$ cat src/rtl/frame_write_sequencer_if.sv
// rtl/frame_write_sequencer_if.sv - write port bundle between the frame write sequencer and the frame manager
interface frame_write_sequencer_if #(
  parameter int COLOR_DEPTH       = 9,
  parameter int DRAW_WIDTH_ADDRW  = 10,
  parameter int DRAW_HEIGHT_ADDRW = 9,
  parameter int SOURCE_SEL_ADDRW  = 4
);
  logic                         wr_active;
  logic                         wr_transparent;
  logic [COLOR_DEPTH-1:0]       wr_color;
  logic [DRAW_WIDTH_ADDRW-1:0]  wr_x;
  logic [DRAW_HEIGHT_ADDRW-1:0] wr_y;
  logic [SOURCE_SEL_ADDRW-1:0]  wr_source_sel;

  modport master (
    output wr_active, wr_transparent, wr_color, wr_x, wr_y, wr_source_sel
  );

  modport slave (
    input wr_active, wr_transparent, wr_color, wr_x, wr_y, wr_source_sel
  );
endinterface

$ cat src/rtl/frame_write_sequencer.sv
// rtl/frame_write_sequencer.sv - per-frame painter's-order arbiter of N drawing sources onto one write port
module frame_write_sequencer #(
  parameter int NUM_SOURCES       = 4,
  parameter int SOURCE_SEL_ADDRW  = 4,
  parameter int COLOR_DEPTH       = 9,
  parameter int DRAW_WIDTH_ADDRW  = 10,
  parameter int DRAW_HEIGHT_ADDRW = 9,
  parameter int TIMEOUT_CYCLES    = 0,
  parameter int OVERRUN_RESTART   = 1
) (
  input  logic                                   clk,
  input  logic                                   reset,
  input  logic                                   frame,
  input  logic [NUM_SOURCES-1:0]                 src_enable,
  input  logic [NUM_SOURCES-1:0]                 src_active,
  input  logic [NUM_SOURCES-1:0]                 src_done,
  input  logic [NUM_SOURCES*COLOR_DEPTH-1:0]     src_color,
  input  logic [NUM_SOURCES-1:0]                 src_transparent,
  input  logic [NUM_SOURCES*DRAW_WIDTH_ADDRW-1:0]  src_x,
  input  logic [NUM_SOURCES*DRAW_HEIGHT_ADDRW-1:0] src_y,
  output logic [NUM_SOURCES-1:0]                 src_awaited,
  frame_write_sequencer_if.master                wr,
  output logic                                   pass_busy,
  output logic [7:0]                             overrun_count,
  output logic                                   timeout_flag,
  output logic [SOURCE_SEL_ADDRW-1:0]            timeout_src
);

  localparam int WD_W = (TIMEOUT_CYCLES > 2) ? $clog2(TIMEOUT_CYCLES) : 1;
  localparam logic [SOURCE_SEL_ADDRW-1:0] LAST_IDX = SOURCE_SEL_ADDRW'(NUM_SOURCES - 1);
  localparam logic [WD_W-1:0] WD_LIMIT = WD_W'(TIMEOUT_CYCLES - 1);

  typedef enum logic [1:0] {WAIT, SCAN, GRANT} state_t;

  state_t                        state, state_n;
  logic [SOURCE_SEL_ADDRW-1:0]   idx, idx_n, sel_q;
  logic [WD_W-1:0]               wd_cnt, wd_n;
  logic                          expire, overrun, granted;

  logic                          en_sel, act_sel, done_sel, tr_sel;
  logic [COLOR_DEPTH-1:0]        color_sel;
  logic [DRAW_WIDTH_ADDRW-1:0]   x_sel;
  logic [DRAW_HEIGHT_ADDRW-1:0]  y_sel;

  always_comb begin
    en_sel    = 1'b0;
    act_sel   = 1'b0;
    done_sel  = 1'b0;
    tr_sel    = 1'b0;
    color_sel = '0;
    x_sel     = '0;
    y_sel     = '0;
    for (int i = 0; i < NUM_SOURCES; i++) begin
      if (idx == SOURCE_SEL_ADDRW'(i)) begin
        en_sel    = src_enable[i];
        act_sel   = src_active[i];
        done_sel  = src_done[i];
        tr_sel    = src_transparent[i];
        color_sel = src_color[i*COLOR_DEPTH +: COLOR_DEPTH];
        x_sel     = src_x[i*DRAW_WIDTH_ADDRW +: DRAW_WIDTH_ADDRW];
        y_sel     = src_y[i*DRAW_HEIGHT_ADDRW +: DRAW_HEIGHT_ADDRW];
      end
    end
  end

  assign overrun = frame && (state != WAIT);

  always_comb begin
    state_n = state;
    idx_n   = idx;
    wd_n    = wd_cnt;
    expire  = 1'b0;
    case (state)
      WAIT: begin
        if (frame) begin
          state_n = SCAN;
          idx_n   = '0;
        end
      end
      SCAN: begin
        if (en_sel) begin
          state_n = GRANT;
          wd_n    = '0;
        end else if (idx == LAST_IDX) begin
          state_n = WAIT;
        end else begin
          idx_n = idx + SOURCE_SEL_ADDRW'(1);
        end
      end
      GRANT: begin
        wd_n   = wd_cnt + WD_W'(1);
        // a done on the expiry cycle is a normal completion, not a timeout
        expire = (TIMEOUT_CYCLES != 0) && (wd_cnt == WD_LIMIT) && !done_sel;
        if (done_sel || expire) begin
          if (idx == LAST_IDX) begin
            state_n = WAIT;
          end else begin
            state_n = SCAN;
            idx_n   = idx + SOURCE_SEL_ADDRW'(1);
          end
        end
      end
      default: begin
        state_n = WAIT;
        idx_n   = '0;
      end
    endcase
    // restart outranks any advance decided above
    if (overrun && (OVERRUN_RESTART != 0)) begin
      state_n = SCAN;
      idx_n   = '0;
    end
  end

  always_ff @(posedge clk) begin
    if (reset) begin
      state         <= WAIT;
      idx           <= '0;
      wd_cnt        <= '0;
      src_awaited   <= '0;
      sel_q         <= '0;
      overrun_count <= 8'd0;
      timeout_flag  <= 1'b0;
      timeout_src   <= '0;
    end else begin
      state       <= state_n;
      idx         <= idx_n;
      wd_cnt      <= wd_n;
      src_awaited <= (state_n == GRANT) ? (NUM_SOURCES'(1) << idx_n) : '0;
      sel_q       <= (state_n == GRANT) ? idx_n : '0;
      if (overrun && (overrun_count != 8'hff)) begin
        overrun_count <= overrun_count + 8'd1;
      end
      if (expire) begin
        timeout_flag <= 1'b1;
        timeout_src  <= idx;
      end
    end
  end

  assign granted   = (state == GRANT);
  assign pass_busy = (state != WAIT);

  // the bus is zeroed outside GRANT so the frame manager never sees a stale source
  assign wr.wr_active      = granted & act_sel;
  assign wr.wr_transparent = granted & tr_sel;
  assign wr.wr_color       = granted ? color_sel : '0;
  assign wr.wr_x           = granted ? x_sel : '0;
  assign wr.wr_y           = granted ? y_sel : '0;
  assign wr.wr_source_sel  = sel_q;

endmodule

$ cat src/flat_wrapper.sv
// flat-port wrapper written by rule: the top's interface ports become plain ports
module frame_write_sequencer_flat 
#(
  parameter int NUM_SOURCES       = 4,
  parameter int SOURCE_SEL_ADDRW  = 4,
  parameter int COLOR_DEPTH       = 9,
  parameter int DRAW_WIDTH_ADDRW  = 10,
  parameter int DRAW_HEIGHT_ADDRW = 9,
  parameter int TIMEOUT_CYCLES    = 0,
  parameter int OVERRUN_RESTART   = 1
)
  (clk, reset, frame, src_enable, src_active, src_done, src_color, src_transparent, src_x, src_y, src_awaited, pass_busy, overrun_count, timeout_flag, timeout_src, wr_wr_active, wr_wr_transparent, wr_wr_color, wr_wr_x, wr_wr_y, wr_wr_source_sel);
  frame_write_sequencer_if #(.COLOR_DEPTH(COLOR_DEPTH), .DRAW_WIDTH_ADDRW(DRAW_WIDTH_ADDRW), .DRAW_HEIGHT_ADDRW(DRAW_HEIGHT_ADDRW), .SOURCE_SEL_ADDRW(SOURCE_SEL_ADDRW)) wr_i ();
  input  logic clk;
  input  logic reset;
  input  logic frame;
  input  logic [NUM_SOURCES-1:0] src_enable;
  input  logic [NUM_SOURCES-1:0] src_active;
  input  logic [NUM_SOURCES-1:0] src_done;
  input  logic [NUM_SOURCES*COLOR_DEPTH-1:0] src_color;
  input  logic [NUM_SOURCES-1:0] src_transparent;
  input  logic [NUM_SOURCES*DRAW_WIDTH_ADDRW-1:0] src_x;
  input  logic [NUM_SOURCES*DRAW_HEIGHT_ADDRW-1:0] src_y;
  output logic [NUM_SOURCES-1:0] src_awaited;
  output logic pass_busy;
  output logic [7:0] overrun_count;
  output logic timeout_flag;
  output logic [SOURCE_SEL_ADDRW-1:0] timeout_src;
  output wire logic [$bits(wr_i.wr_active)-1:0] wr_wr_active;
  output wire logic [$bits(wr_i.wr_transparent)-1:0] wr_wr_transparent;
  output wire logic [$bits(wr_i.wr_color)-1:0] wr_wr_color;
  output wire logic [$bits(wr_i.wr_x)-1:0] wr_wr_x;
  output wire logic [$bits(wr_i.wr_y)-1:0] wr_wr_y;
  output wire logic [$bits(wr_i.wr_source_sel)-1:0] wr_wr_source_sel;
  assign wr_wr_active = wr_i.wr_active;
  assign wr_wr_transparent = wr_i.wr_transparent;
  assign wr_wr_color = wr_i.wr_color;
  assign wr_wr_x = wr_i.wr_x;
  assign wr_wr_y = wr_i.wr_y;
  assign wr_wr_source_sel = wr_i.wr_source_sel;
  frame_write_sequencer #(.NUM_SOURCES(NUM_SOURCES), .SOURCE_SEL_ADDRW(SOURCE_SEL_ADDRW), .COLOR_DEPTH(COLOR_DEPTH), .DRAW_WIDTH_ADDRW(DRAW_WIDTH_ADDRW), .DRAW_HEIGHT_ADDRW(DRAW_HEIGHT_ADDRW), .TIMEOUT_CYCLES(TIMEOUT_CYCLES), .OVERRUN_RESTART(OVERRUN_RESTART)) u_core (.clk(clk), .reset(reset), .frame(frame), .src_enable(src_enable), .src_active(src_active), .src_done(src_done), .src_color(src_color), .src_transparent(src_transparent), .src_x(src_x), .src_y(src_y), .src_awaited(src_awaited), .wr(wr_i), .pass_busy(pass_busy), .overrun_count(overrun_count), .timeout_flag(timeout_flag), .timeout_src(timeout_src));
endmodule
$ cat config.mk
export PLATFORM = sky130hd
export DESIGN_NAME = frame_write_sequencer_flat
export DESIGN_NICKNAME = d
export VERILOG_FILES = /design/src/rtl/frame_write_sequencer_if.sv /design/src/rtl/frame_write_sequencer.sv /design/src/flat_wrapper.sv
export SDC_FILE = /design/constraint.sdc
export NUM_CORES = 1
export LEC_CHECK = 0
export ABC_CLOCK_PERIOD_IN_PS = 1900
export BUFFER_PORTS_ARGS = -buffer_cell sky130_fd_sc_hd__buf_2
export CORE_ASPECT_RATIO = 0.6
export CORE_UTILIZATION = 35
export DETAILED_ROUTE_END_ITERATION = 6
export PLACE_DENSITY = 0.87
export SLEW_MARGIN = 10
export SYNTH_ARGS = -nofsm -noshare
export SYNTH_HDL_FRONTEND = slang
export SYNTH_SLANG_ARGS = --single-unit
$ cat constraint.sdc
create_clock -name clk -period 1.9 [get_ports clk]
set_input_delay 0.095 -clock clk [delete_from_list [all_inputs] [get_ports clk]]
set_output_delay 0.095 -clock clk [all_outputs]
set_load 0.02 [all_outputs]
# After elaboration in Yosys (flattened, before gate mapping)
# Index checks and enable logic that the tools add are counted.
dict set report totals {
  reg_bits 22
  out_inout_bits 52
  word_cells 68
}
dict set report classes {
  addsub 2
  eq_ne 7
  n_shift 1
  mux 44
  bitwise_logic 3
  n_reduce_logical 6
}
# op n
set op_table {}
lappend op_table {{$mux 9} 10}
lappend op_table {{$mux 10} 5}
lappend op_table {{$mux 4} 5}
lappend op_table {{$mux 1} 17}
lappend op_table {{$pmux 4 s3} 1}
lappend op_table {{$mux 2} 5}
lappend op_table {{$add 8x1->8 const B} 1}
lappend op_table {{$eq 4x2->1 const B} 2}
lappend op_table {{$ne 8x8->1 const B} 1}
lappend op_table {{$pmux 2 s3} 1}
lappend op_table {{$add 4x1->4 const B} 1}
lappend op_table {{$eq 2x2->1 const B} 2}
lappend op_table {{$eq 4x1->1 const B} 1}
lappend op_table {{$logic_not 4->1} 1}
lappend op_table {{$shl 1x4->4 const A} 1}
lappend op_table {{$and 1x1->1} 2}
lappend op_table {{$eq 2x1->1 const B} 1}
lappend op_table {{$logic_and 1x1->1} 2}
lappend op_table {{$logic_not 2->1} 1}
lappend op_table {{$reduce_bool 2->1} 1}
lappend op_table {{$reduce_or 2->1} 1}
lappend op_table {{$not 1->1} 1}

# Longest topological paths before layout
dict set report depth {
  word_depth 11
  ltp_mapped 9
}

# Worst setup path before layout
# No wires, ideal clock.
dict set report synth_path {
  path_kind {reg2reg}
  startpoint {register u_core.idx[0]}
  endpoint {register u_core.src_awaited[0]}
  t_arrival_ns 1.932
  t_required_ns 1.783
  path_slack_ns -0.148
  path_stages_with_launch 10
  synth_period_minus_slack_ns 2.048
  cell_sequence {dfxtp_1 inv_1 ha_1 clkbuf_1 nor2b_1 a211oi_2 o21bai_1 a221oi_2 a22oi_2 and4b_1}
}
dict set report synth_between {
  elab_chain_cells 11
}
# element line_no
set synth_rtl {}
lappend synth_rtl {{start, declared} frame_write_sequencer.sv:36} ;# logic [SOURCE_SEL_ADDRW-1:0] idx, idx_n, sel_q;
lappend synth_rtl {{start signal, assigned} frame_write_sequencer.sv:127} ;# idx <= idx_n;
lappend synth_rtl {{$logic_not 4->1} frame_write_sequencer.sv:54} ;# if (idx == SOURCE_SEL_ADDRW'(i)) begin
lappend synth_rtl {{$mux 1 (4 in series)} frame_write_sequencer.sv:54}
lappend synth_rtl {{$mux 2, on equally long branches} {frame_write_sequencer.sv:94, frame_write_sequencer.sv:81}}
lappend synth_rtl {{$pmux 2 s3} frame_write_sequencer.sv:73} ;# case (state)
lappend synth_rtl {{$mux 2} frame_write_sequencer.sv:109} ;# if (overrun && (OVERRUN_RESTART != 0)) begin
lappend synth_rtl {{$eq 2x2->1} frame_write_sequencer.sv:129} ;# src_awaited <= (state_n == GRANT) ? (NUM_SOURCES'(1) << idx_n) : '0;
lappend synth_rtl {{$not 1->1 (no source line)} -}
lappend synth_rtl {{$reduce_or 2->1 (no source line)} -}
lappend synth_rtl {{end signal, assigned} frame_write_sequencer.sv:129}
lappend synth_rtl {{end, declared} frame_write_sequencer.sv:21} ;# output logic [NUM_SOURCES-1:0] src_awaited,
# Several ways; a longest one is shown, not always the timed one.
# A chain may end at the register's enable or synchronous reset.

# Final worst setup path
dict set report layout_path {
  startpoint {register u_core.idx[1]}
  endpoint {output port wr_wr_color[6]}
}
dict set report layout_between {
  elab_chain_cells 6
}
# element line_no
set layout_rtl {}
lappend layout_rtl {{$logic_not 4->1} frame_write_sequencer.sv:54}
lappend layout_rtl {{$mux 9 (3 in series)} frame_write_sequencer.sv:54}
lappend layout_rtl {{$mux 9 (*)} frame_write_sequencer.sv:54}
lappend layout_rtl {{$mux 9 (*)} frame_write_sequencer.sv:147} ;# assign wr.wr_color = granted ? color_sel : '0;
lappend layout_rtl {{end, declared} flat_wrapper.sv:31} ;# output wire logic [$bits(wr_i.wr_color)-1:0] wr_wr_color;
# Mark *: on every way between the ends. The rest lies on a longest branch, timed or not.

==> results.yml <==
worst_setup_path:
  worstPathBufferInverterCount: 4
  arrival_ns: 2.13
  r2r-start: "u_core.idx[1]$_SDFF_PP0_"
  startpoint: "u_core.idx[1]$_SDFF_PP0_"
  cpPeakStageDelay_ns: 0.37
  critPathTopFamily: "compound AO/OA/AOI/OAI gates"
  startpoint_type: "flip-flop"
  crit_type: "reg2out"
  reg2regPathDepth: 9
  critPathRequiredTime_ns: 1.80
  crit_chain: "inv_4 > ha_4 > buf_6 > and2_4 > buf_12 > a222oi_1 > nor3_1 > a21oi_1 > nor2_1 > buf_4"
  reg2reg_to: "u_core.src_awaited[2]$_SDFF_PP0_"
  path_depth: 10
  cpMaxStageDelayCell: "dfxtp_4"
  endpoint_kind: "output pin"
  crit_fanout: 6
  r2r_slack_ns: -0.29
floorplanning:
  start_util_pct: 37.2
  dieWidth_um: 102
  ios: 183
  placement_rows: 21
  core_um2: 5700
  die_area_um2: 6380
  die_h_um: 62.3
clocking:
  cts_sinks: 22
  holdBufCountCts: 0
  cts_root_buf: "clkbuf_8"
  cts_buffers: 3
  htree_levels: 1
  clkTransAtPathRegs_ns: 0.07
  clock_path_buffers: 2
  clk-insertion-delay-late_ns: 0.26
  cts_tree: "built"
timing:
  hold_ws_ns: 0.180
  hold_viol: 0
  fmax_ghz: 0.449
  slew_viol_final: 0
  tns_ns: -8.69
  setup_viol: 42
  rsz0062_at_grt: "true"
  timing.final.crit_share_pct: 117
  fin_crit_ns: 2.23
  worst_slack_ns: -0.328
  skew_ns: 0.00199
cells_and_area:
  final_cell_mix: "buf_2 (147), nor2_1 (78), buf_4 (55), a21oi_1 (31), a222oi_1 (30)"
  multi_input_area_um2: 1670
  fin_nets: 645
  area_delta_synth_final_pct: 77.9
  fillers: 514
  final_common_cell: "buf_2"
  register_area_um2: 449
  diodes: 0
  fin_cells: 588
  drive_gt1_share_pct: 52.2
synthesis:
  synth_edf_count: 0
  synth-simple-area-share_pct: 32.0
  yosysWarningCount: 0
  synth_area_per_cell_um2: 6.72
  synthMuxAreaShare_pct: 0.473
  synthXorXnorAreaFrac_pct: 2.48
  synthDistinctLibCells: 45
  synth_compound_area_share_pct: 32.4
  synthAdderAreaFrac_pct: 3.43
  synth_top_family_by_area: "compound AO/OA/AOI/OAI gates"
  synthArstFlopShare_pct: 0
  ys.flop_type: "dfxtp_1"
  synth-seq-cells: 22
  netlist_instances: 315
  ys_seq_area_share_pct: 20.8
  syn_area_um2: 2120
drt:
  drt_pass1_iterations: 7
  first_iter_violations: 416
  ant_nets: 0
  routed_wl_mm: 9.83
  avgRoutedWirePerCell_um: 16.7
  drc: 2
  num_vias: 3371
  via_per_inst: 5.73
power_and_ir_drop:
  peakVddDrop_mv: 0.245
  p_leak_nw: 1.81
  power_density_nw_per_um2: 395
  finalPower_mw: 1.49
global_routing:
  antenna_found_initial: 0
  grt_pass1_wl_mm: 14.8
  overflow: 0
  grt_pass1_vias: 3090
  grt.total_usage_pct: 29.2
  grt_start_max_net_pins: 31
placed_design:
  place_inst: 569
  portBuffers: 177
  routabilityCongestion: 0.881
  pre_cts_ws_ns: -0.178
  dp_hpwl_mm: 6.75
worst_hold_path:
  hold_path.class: "in2reg"
  holdPathEnd: "u_core.overrun_count[1]$_SDFFE_PP0P_"
  min_from: "reset"
  whs_path_depth: 2
status:
  violations: "DRC, setup timing"
  status: "finished with violations"
flow_run:
  maxCapViolations: 0
## flip-flops by register name, indices dropped and copies added (netlist names)
signal and cells:
u_core.idx 4, u_core.overrun_count 8, u_core.wr.wr_source_sel 4, u_core.src_awaited 4
u_core.state 2
## per-layer routing
layer | wire [um] | GRT usage, % | share of wire [%]
met1 | 4190 | 39.6 | 43
met2 | 4450 | 46.9 | 45
met3 | 999 | 5.29 | 10
met4 | 197 | 8.21 | 2.0
met5 | 0 | 0 | 0
## worst register-to-register path, cell delays in order, from the launching register on
cell and delay, ns:
dfxtp_4 0.37, inv_4 0.05, ha_4 0.16, buf_4 0.14, nand3b_1 0.18, a221o_1 0.41
o21bai_2 0.17, a221oi_2 0.10, a22oi_2 0.32, nor3b_2 0.23
## where the power goes
part / total [mW] / switching, mW / leakage (nW) / internal [mW]
combinational: 0.683 / 0.335 / 1.61 / 0.348
sequential: 0.478 / 0.0111 / 0.180 / 0.467
clock: 0.329 / 0.144 / 0.0288 / 0.185
total: 1.49 / 0.490 / 1.81 / 1.00
## synthesized netlist by cell type (all sizes together) (2+ instances only)
library cell  instances  area share, %
nand3                 5            1.2
a222oi               30             14
ha                    5            3.0
nor3                 31            7.3
inv                   5           0.89
a21oi                37            8.7
clkbuf               25            4.4
o21ai                 7            1.7
nand2b                4            1.2
or2                   2           0.71
dfxtp                22             21
nor2b                 4            1.2
a211oi                2           0.95
a22oi                 2            1.2
nor2                 81             14
buf                  10            3.0
nand2                10            1.8
xnor2                 3            1.2
and2                  2           0.59
xor2                  3            1.2
o21bai                2           0.89
nor3b                 4            1.9
nand3b                2           0.71
## through the flow
stage	util, %	instance area (um^2)
2_1_floorplan	-	2140
3_3_place_gp	57.0	3250
3_5_place_dp	57.0	3250
4_1_cts	65.1	3710
5_1_grt	66.1	3770
6_report	66.1	3770
## cell families (layout without fill, tap and decap cells)
logic type / count (synthesis) / in the layout
and+or+nand+nor: 148 / 148
AOI/OAI and AO/OA: 91 / 91
buffers and inverters: 40 / 229
DFF: 22 / 22
adders and majority gates: 6 / 6
xor gates and xnor gates: 6 / 6
other: 1 / 5
muxes: 1 / 1
## cell type report
| class | count | area share (%) |
|---|---|---|
| well taps | 80 | 2.66 |
| flip-flops and latches | 22 | 11.9 |
| clock buffers | 4 | 1.46 |
| inverters | 5 | 0.631 |
| repair buffers | 220 | 38.9 |
| multi-input cells | 257 | 44.4 |
## worst max-delay path by stage
stage                                             endpoint  slack, ns
after floorplan           u_core.src_awaited[0]$_SDFF_PP0_      -0.02
after global placement    u_core.src_awaited[2]$_SDFF_PP0_      -0.08
after detailed placement  u_core.src_awaited[0]$_SDFF_PP0_      -0.18
after CTS                                   wr_wr_color[6]      -0.27
after global routing                        wr_wr_color[4]      -0.46
final                                       wr_wr_color[6]      -0.33
## timing repair
action                                 4_1_cts  5_1_grt
resized for setup                           59       32
pin swaps                                   19       32
endpoints found under the hold margin        0        0
setup buffers                                8        4
setup endpoints to repair                   41       44
cloned                                       5        2
(Power assumes the default switching activity.)
